===== src/rtl/conj_delay_demod_if.sv =====
// AXI-Stream IQ channel used for both the sample input and the product output.
// tdata carries {imag, real}; tstrb has one bit per tdata byte.
interface conj_delay_demod_if #(
  parameter int W = 32
);
  logic         tvalid;
  logic         tready;
  logic [W-1:0] tdata;
  logic         tlast;
  logic [W/8-1:0] tstrb;

  modport master (output tvalid, tdata, tlast, tstrb, input tready);
  modport slave  (input tvalid, tdata, tlast, tstrb, output tready);
endinterface


===== src/rtl/conj_delay_demod.sv =====
// Lagged conjugate-multiply discriminator: y[n] = x[n] * conj(x[n-LAG]) on an IQ stream,
// with round/shift/saturate to OUT_W, optional history flush on tlast, and runtime bypass.
module conj_delay_demod #(
  parameter int DATA_W         = 16,
  parameter int OUT_W          = 16,
  parameter int LAG            = 1,
  parameter int SHIFT          = 15,
  parameter int CLEAR_ON_TLAST = 1
) (
  input  logic                 s00_axis_aclk,
  input  logic                 s00_axis_areset,
  conj_delay_demod_if.slave    s00_axis,
  conj_delay_demod_if.master   m00_axis,
  input  logic                 bypass,
  input  logic                 sat_clear,
  output logic                 sat_flag
);
  localparam int IW  = 2 * DATA_W;
  localparam int PW  = 2 * DATA_W;
  localparam int SW  = 2 * DATA_W + 2;
  localparam int ISB = IW / 8;
  localparam int OSB = (2 * OUT_W) / 8;

  localparam logic signed [SW-1:0] MAXV = SW'((longint'(1) <<< (OUT_W - 1)) - 1);
  localparam logic signed [SW-1:0] MINV = SW'(-(longint'(1) <<< (OUT_W - 1)));
  localparam logic signed [SW-1:0] RND  = (SHIFT > 0) ?
      SW'(longint'(1) <<< ((SHIFT > 0) ? SHIFT - 1 : 0)) : SW'(0);

  logic clk, rst;
  assign clk = s00_axis_aclk;
  assign rst = s00_axis_areset;

  logic en, acc;
  assign en              = ~m00_axis.tvalid | m00_axis.tready;
  assign s00_axis.tready = en;
  assign acc             = en & s00_axis.tvalid;

  logic [IW-1:0] hist [LAG];

  always_ff @(posedge clk or posedge rst) begin
    if (rst) begin
      for (int unsigned i = 0; i < int'(LAG); i++) hist[i] <= '0;
    end else if (acc) begin
      if ((CLEAR_ON_TLAST != 0) && s00_axis.tlast) begin
        for (int unsigned i = 0; i < int'(LAG); i++) hist[i] <= '0;
      end else begin
        hist[0] <= s00_axis.tdata;
        for (int unsigned i = 1; i < int'(LAG); i++) hist[i] <= hist[i-1];
      end
    end
  end

  // Stage 1: current sample a+jb, delayed sample c+jd
  logic                     v1, l1, by1;
  logic signed [DATA_W-1:0] a1, b1, c1, d1;
  logic [ISB-1:0]           st1;

  always_ff @(posedge clk or posedge rst) begin
    if (rst) begin
      v1 <= 1'b0; l1 <= 1'b0; by1 <= 1'b0; st1 <= '0;
      a1 <= '0; b1 <= '0; c1 <= '0; d1 <= '0;
    end else if (en) begin
      v1 <= s00_axis.tvalid;
      if (s00_axis.tvalid) begin
        a1  <= s00_axis.tdata[DATA_W-1:0];
        b1  <= s00_axis.tdata[IW-1:DATA_W];
        c1  <= hist[LAG-1][DATA_W-1:0];
        d1  <= hist[LAG-1][IW-1:DATA_W];
        l1  <= s00_axis.tlast;
        st1 <= s00_axis.tstrb;
        by1 <= bypass;
      end
    end
  end

  // Stage 2: full-precision partial products
  logic                     v2, l2, by2;
  logic signed [PW-1:0]     ac2, bd2, bc2, ad2;
  logic signed [DATA_W-1:0] a2, b2;
  logic [ISB-1:0]           st2;

  always_ff @(posedge clk or posedge rst) begin
    if (rst) begin
      v2 <= 1'b0; l2 <= 1'b0; by2 <= 1'b0; st2 <= '0;
      ac2 <= '0; bd2 <= '0; bc2 <= '0; ad2 <= '0; a2 <= '0; b2 <= '0;
    end else if (en) begin
      v2 <= v1;
      if (v1) begin
        ac2 <= PW'(a1) * PW'(c1);
        bd2 <= PW'(b1) * PW'(d1);
        bc2 <= PW'(b1) * PW'(c1);
        ad2 <= PW'(a1) * PW'(d1);
        a2  <= a1; b2 <= b1;
        l2  <= l1; st2 <= st1; by2 <= by1;
      end
    end
  end

  // Stage 3: sums registered before rounding so accept-to-output is three edges
  logic                     v3, l3, by3;
  logic signed [PW:0]       re3, im3;
  logic signed [DATA_W-1:0] a3, b3;
  logic [ISB-1:0]           st3;

  always_ff @(posedge clk or posedge rst) begin
    if (rst) begin
      v3 <= 1'b0; l3 <= 1'b0; by3 <= 1'b0; st3 <= '0;
      re3 <= '0; im3 <= '0; a3 <= '0; b3 <= '0;
    end else if (en) begin
      v3 <= v2;
      if (v2) begin
        re3 <= (PW+1)'(ac2) + (PW+1)'(bd2);
        im3 <= (PW+1)'(bc2) - (PW+1)'(ad2);
        a3  <= a2; b3 <= b2;
        l3  <= l2; st3 <= st2; by3 <= by2;
      end
    end
  end

  // Returns {clipped, value}
  function automatic logic [OUT_W:0] rnd_sat(input logic signed [PW:0] v);
    logic signed [SW-1:0] t;
    t = (SW'(v) + RND) >>> SHIFT;
    if (t > MAXV) return {1'b1, MAXV[OUT_W-1:0]};
    if (t < MINV) return {1'b1, MINV[OUT_W-1:0]};
    return {1'b0, t[OUT_W-1:0]};
  endfunction

  logic [OUT_W:0] re_rs, im_rs;
  logic           clip;

  always_comb begin
    re_rs = rnd_sat(re3);
    im_rs = rnd_sat(im3);
    clip  = re_rs[OUT_W] | im_rs[OUT_W];
  end

  always_ff @(posedge clk or posedge rst) begin
    if (rst) begin
      m00_axis.tvalid <= 1'b0;
      m00_axis.tdata  <= '0;
      m00_axis.tlast  <= 1'b0;
      m00_axis.tstrb  <= '0;
    end else if (en) begin
      m00_axis.tvalid <= v3;
      if (v3) begin
        m00_axis.tdata <= by3 ? {OUT_W'(b3), OUT_W'(a3)}
                              : {im_rs[OUT_W-1:0], re_rs[OUT_W-1:0]};
        m00_axis.tlast <= l3;
        m00_axis.tstrb <= OSB'(st3);
      end
    end
  end

  always_ff @(posedge clk or posedge rst) begin
    if (rst)                          sat_flag <= 1'b0;
    else if (en && v3 && !by3 && clip) sat_flag <= 1'b1;
    else if (sat_clear)               sat_flag <= 1'b0;
  end
endmodule


===== src/flat_wrapper.sv =====
// flat-port wrapper written by rule: the top's interface ports become plain ports
module conj_delay_demod_flat 
#(
  parameter int DATA_W         = 16,
  parameter int OUT_W          = 16,
  parameter int LAG            = 1,
  parameter int SHIFT          = 15,
  parameter int CLEAR_ON_TLAST = 1
)
  (s00_axis_aclk, s00_axis_areset, bypass, sat_clear, sat_flag, s00_axis_tvalid, s00_axis_tdata, s00_axis_tlast, s00_axis_tstrb, s00_axis_tready, m00_axis_tvalid, m00_axis_tdata, m00_axis_tlast, m00_axis_tstrb, m00_axis_tready);
  conj_delay_demod_if #(.W(32)) s00_axis_i ();
  conj_delay_demod_if #(.W(32)) m00_axis_i ();
  input  logic s00_axis_aclk;
  input  logic s00_axis_areset;
  input  logic bypass;
  input  logic sat_clear;
  output logic sat_flag;
  input wire logic [$bits(s00_axis_i.tvalid)-1:0] s00_axis_tvalid;
  input wire logic [$bits(s00_axis_i.tdata)-1:0] s00_axis_tdata;
  input wire logic [$bits(s00_axis_i.tlast)-1:0] s00_axis_tlast;
  input wire logic [$bits(s00_axis_i.tstrb)-1:0] s00_axis_tstrb;
  output wire logic [$bits(s00_axis_i.tready)-1:0] s00_axis_tready;
  output wire logic [$bits(m00_axis_i.tvalid)-1:0] m00_axis_tvalid;
  output wire logic [$bits(m00_axis_i.tdata)-1:0] m00_axis_tdata;
  output wire logic [$bits(m00_axis_i.tlast)-1:0] m00_axis_tlast;
  output wire logic [$bits(m00_axis_i.tstrb)-1:0] m00_axis_tstrb;
  input wire logic [$bits(m00_axis_i.tready)-1:0] m00_axis_tready;
  assign s00_axis_i.tvalid = s00_axis_tvalid;
  assign s00_axis_i.tdata = s00_axis_tdata;
  assign s00_axis_i.tlast = s00_axis_tlast;
  assign s00_axis_i.tstrb = s00_axis_tstrb;
  assign s00_axis_tready = s00_axis_i.tready;
  assign m00_axis_tvalid = m00_axis_i.tvalid;
  assign m00_axis_tdata = m00_axis_i.tdata;
  assign m00_axis_tlast = m00_axis_i.tlast;
  assign m00_axis_tstrb = m00_axis_i.tstrb;
  assign m00_axis_i.tready = m00_axis_tready;
  conj_delay_demod #(.DATA_W(DATA_W), .OUT_W(OUT_W), .LAG(LAG), .SHIFT(SHIFT), .CLEAR_ON_TLAST(CLEAR_ON_TLAST)) u_core (.s00_axis_aclk(s00_axis_aclk), .s00_axis_areset(s00_axis_areset), .s00_axis(s00_axis_i), .m00_axis(m00_axis_i), .bypass(bypass), .sat_clear(sat_clear), .sat_flag(sat_flag));
endmodule

===== config.mk =====
export PLATFORM = sky130hd
export DESIGN_NAME = conj_delay_demod_flat
export DESIGN_NICKNAME = d
export VERILOG_FILES = /design/src/rtl/conj_delay_demod_if.sv /design/src/rtl/conj_delay_demod.sv /design/src/flat_wrapper.sv
export SDC_FILE = /design/constraint.sdc
export NUM_CORES = 2
export LEC_CHECK = 0
export CAP_MARGIN = 0
export CORE_MARGIN = 10
export CORE_UTILIZATION = 55
export DETAILED_ROUTE_END_ITERATION = 6
export PLACE_DENSITY = 0.74
export SYNTH_ARGS = -nofsm -noshare
export SYNTH_HDL_FRONTEND = slang
export SYNTH_SLANG_ARGS = --single-unit

===== constraint.sdc =====
create_clock -name s00_axis_aclk -period 15 [get_ports s00_axis_aclk]
set_input_delay 3.75 -clock s00_axis_aclk [delete_from_list [all_inputs] [get_ports s00_axis_aclk]]
set_output_delay 3.75 -clock s00_axis_aclk [all_outputs]
set_load 0.005 [all_outputs]

==> results.sh <==
export IMPL_status="finished clean"
export IMPL_min_path_cells=2
export IMPL_final_layout_size_suffix_gt1_share_pct=5.533
export IMPL_seq_area_sq_mm=0.009662
export IMPL_cp_required_ns=11.25
export IMPL_r2r_end="u_core.bd2[30]"
export IMPL_cap_viol_max_count=0
export IMPL_io_pins=83
export IMPL_clk_pin_slew_ns=0.06
export IMPL_syn_area_sq_mm=0.05692
export IMPL_grt_overflow=0
export IMPL_wl_per_cell_um=19.01
export IMPL_post_drt_via_cell_ratio=5.542
export IMPL_drt_first_pass_iters=6
export IMPL_crit_chain="clkdlybuf4s50_1, nor2b_1, clkinv_1, clkdlybuf4s50_1"
export IMPL_post_synth_top_count_cell="inv_1"
export IMPL_cts_buffer_depth=3
export IMPL_r2r_slack_ns=7.52
export IMPL_multi_input_area_sq_mm=0.04171
export IMPL_cp_buffers_inverters=3
export IMPL_min_period_over_period_pct=60.52
export IMPL_crit_family="buffers and inverters"
export IMPL_cts_hold_buf=0
export IMPL_insertion_delay_ns=0.61
export IMPL_grt_pass1_vias=43213
export IMPL_async_reset_ff_share_pct=100.0
export IMPL_cp_max_fo=7
export IMPL_cts_tree="yes"
export IMPL_drtAntennaViolNets=0
export IMPL_hold_path_startpoint="u_core.b2[2]"
export IMPL_die_area_sq_mm=0.1168
export IMPL_crit_path_start_kind="input port"
export IMPL_rsz0062_at_grt="false"
export IMPL_wl_mm=140.5
export IMPL_antenna_found_initial=9
export IMPL_synth_seq_cells=386
export IMPL_yosysWarnings=0
export IMPL_area_growth_pct=6.473
export IMPL_r2r_cells=20
export IMPL_rows=117
export IMPL_cts_root_buf="clkbuf_16"
export IMPL_rr_startpoint="u_core.b1[5]"
export IMPL_cts_sinks=386
export IMPL_die_y_um=341.7
export IMPL_clock_skew_ns=0.02030
export IMPL_report_final_hold_viol_count=0
export IMPL_via_count=40942
export IMPL_ys_flop_type="dfrtp_1"
export IMPL_seq_area_frac_synth_pct=16.97
export IMPL_h_tree_depth=2
export IMPL_synth_top_area_cell="fa_1"
export IMPL_ys_types=82
export IMPL_cp_end_kind="output port"
export IMPL_port_buffers=82
export IMPL_cp_startpoint="m00_axis_tready"
export IMPL_hp_class="flip-flop to flip-flop"
export IMPL_cp_num_cells=4
export IMPL_nNetsFinal=7466
export IMPL_coreArea_sq_mm=0.1023
export IMPL_grt_start_max_net_pins=128
export IMPL_grt_first_pass_wirelength_mm=232.8
export IMPL_finalSetupViolCount=0
export IMPL_synth_cells=6055
export IMPL_postCtsSetupBuffers=0
export IMPL_synth_common_cells="inv_1 (1198), fa_1 (1048), nand2_1 (893)"
export IMPL_maxSlewViolCount=0
export IMPL_min_period_ns=9.078
export IMPL_dp_hpwl_mm=107.6
export IMPL_setup_tns_ns=0
export IMPL_hold_path_end="u_core.b3[2]"
export IMPL_slew_headroom_pct=17.73
export IMPL_cts_buffers=46
export IMPL_crit_path_top_delay_cell="clkdlybuf4s50_1"
export IMPL_netlist_top_cells_area="fa_1 (37%), dfrtp_1 (17%), ha_1 (8.6%), inv_1 (7.9%), nand2_1 (5.9%)"
export IMPL_die_w_um=341.7
export IMPL_syn_avg_cell_area_sq_um=9.401
export IMPL_worst_slew_pin_slew_ns=1.229
export IMPL_drc=0
export IMPL_gp_congestion=0.9081
export IMPL_synth_edff_count=0
export IMPL_critical_path_max_stage_delay_ns=0.56
export IMPL_fill_cells=8663
export IMPL_ctsResizeCount=0
export IMPL_fmax_ghz=0.1102
export IMPL_critPathArrivalTime_ns=5.33
export IMPL_worst_setup_path_type="input port to output port"
export IMPL_first_iter_violations=2937
export IMPL_start_util_pct=55.63
export IMPL_crit_top_cell="clkdlybuf4s50_1"
export IMPL_grt_usage_pct=24.82
export IMPL_synth_fp_nets=7538
export IMPL_netlist_area_leader_share_pct=36.86
## metal layers
metal | share of wire, % | up-vias | GRT usage, %
li1 | - | 18274 | -
met1 | 41 | 20955 | 33.46
met2 | 47 | 1418 | 40.33
met3 | 7.1 | 293 | 3.444
met4 | 4.7 | 2 | 9.968
met5 | 0.0093 | - | 0
## worst reg2reg max path, stage by stage, from the launching register on
cell      delay, ns
dfrtp_1        0.97
buf_4          0.45
and2_1         0.21
fa_1           0.41
inv_1          0.09
fa_1           0.44
fa_1           0.51
fa_1           0.55
inv_1          0.05
fa_1           0.52
fa_1           0.43
ha_1           0.41
and3_1         0.21
nand3_1        0.08
o211ai_1       0.40
o211ai_1       0.24
a31oi_1        0.54
a41oi_1        0.28
o21ai_0        0.28
xnor2_1        0.17
o21ai_0        0.10
## per-stage QoR
step	area [sq um]	hold WS, ns	util (%)	instances	worst slack, ns
final	60610	0.4526	59.23	7387	5.922
after global routing	60610	0.4907	59.23	7387	5.807
after CTS	60610	0.4559	59.23	7386	5.892
after detailed placement	58990	0.4511	57.65	7303	5.909
after global placement	58990	0.4413	57.65	7303	5.885
after floorplan	56920	0.4331	-	6055	0.5225
## registers in the layout (all words and copies together), names as in the netlist, 16 cells and up
name                   flops
u_core.ac2                32
u_core.ad2                32
u_core.bc2                32
u_core.bd2                32
u_core.hist               32
u_core.m00_axis.tdata     32
u_core.im3                19
u_core.re3                19
u_core.a1                 16
u_core.a2                 16
u_core.a3                 16
u_core.b1                 16
u_core.b2                 16
u_core.b3                 16
u_core.c1                 16
u_core.d1                 16
## worst max-delay path by stage
stage	to	slack [ns]
5_1_grt	s00_axis_tready	5.81
6_report	s00_axis_tready	5.92
3_3_place_gp	s00_axis_tready	5.88
3_5_place_dp	s00_axis_tready	5.91
4_1_cts	s00_axis_tready	5.89
2_1_floorplan	u_core.a1[0]	0.52
## kinds of logic after synthesis
| family | after synthesis | synth area share (%) |
|---|---|---|
| compound gates | 651 | 7.069 |
| xor+xnor | 204 | 3.139 |
| simple gates | 1749 | 14.68 |
| buf+inv | 1479 | 9.814 |
| flops | 386 | 16.97 |
| mux | 146 | 2.855 |
| fa+ha+maj | 1440 | 45.47 |
## cell usage in the layout, fill, tap and decap left out, drive strengths merged, types with 85 or more instances in the layout
cell and count:
and2 501, ha 392, o21ai 283, mux2 131, inv 1200, nand2 893
xor2 85, a21oi 136, nor2 118, dfrtp 386, fa 1048, xnor2 119
## layout make-up
class	instances	share of cell area [%]
Timing Repair Buffer	160	2.320
Sequential cell	386	15.94
Inverter	1199	7.438
Tap cell	1368	2.824
Clock buffer	63	2.221
Multi-Input combinational cell	4190	68.81
Clock inverter	20	0.4418
Antenna cell	1	0.004129
Power is left out: the tool's default activity adds up to more than one toggle a clock period on the data nets, which glitch-free logic cannot reach.
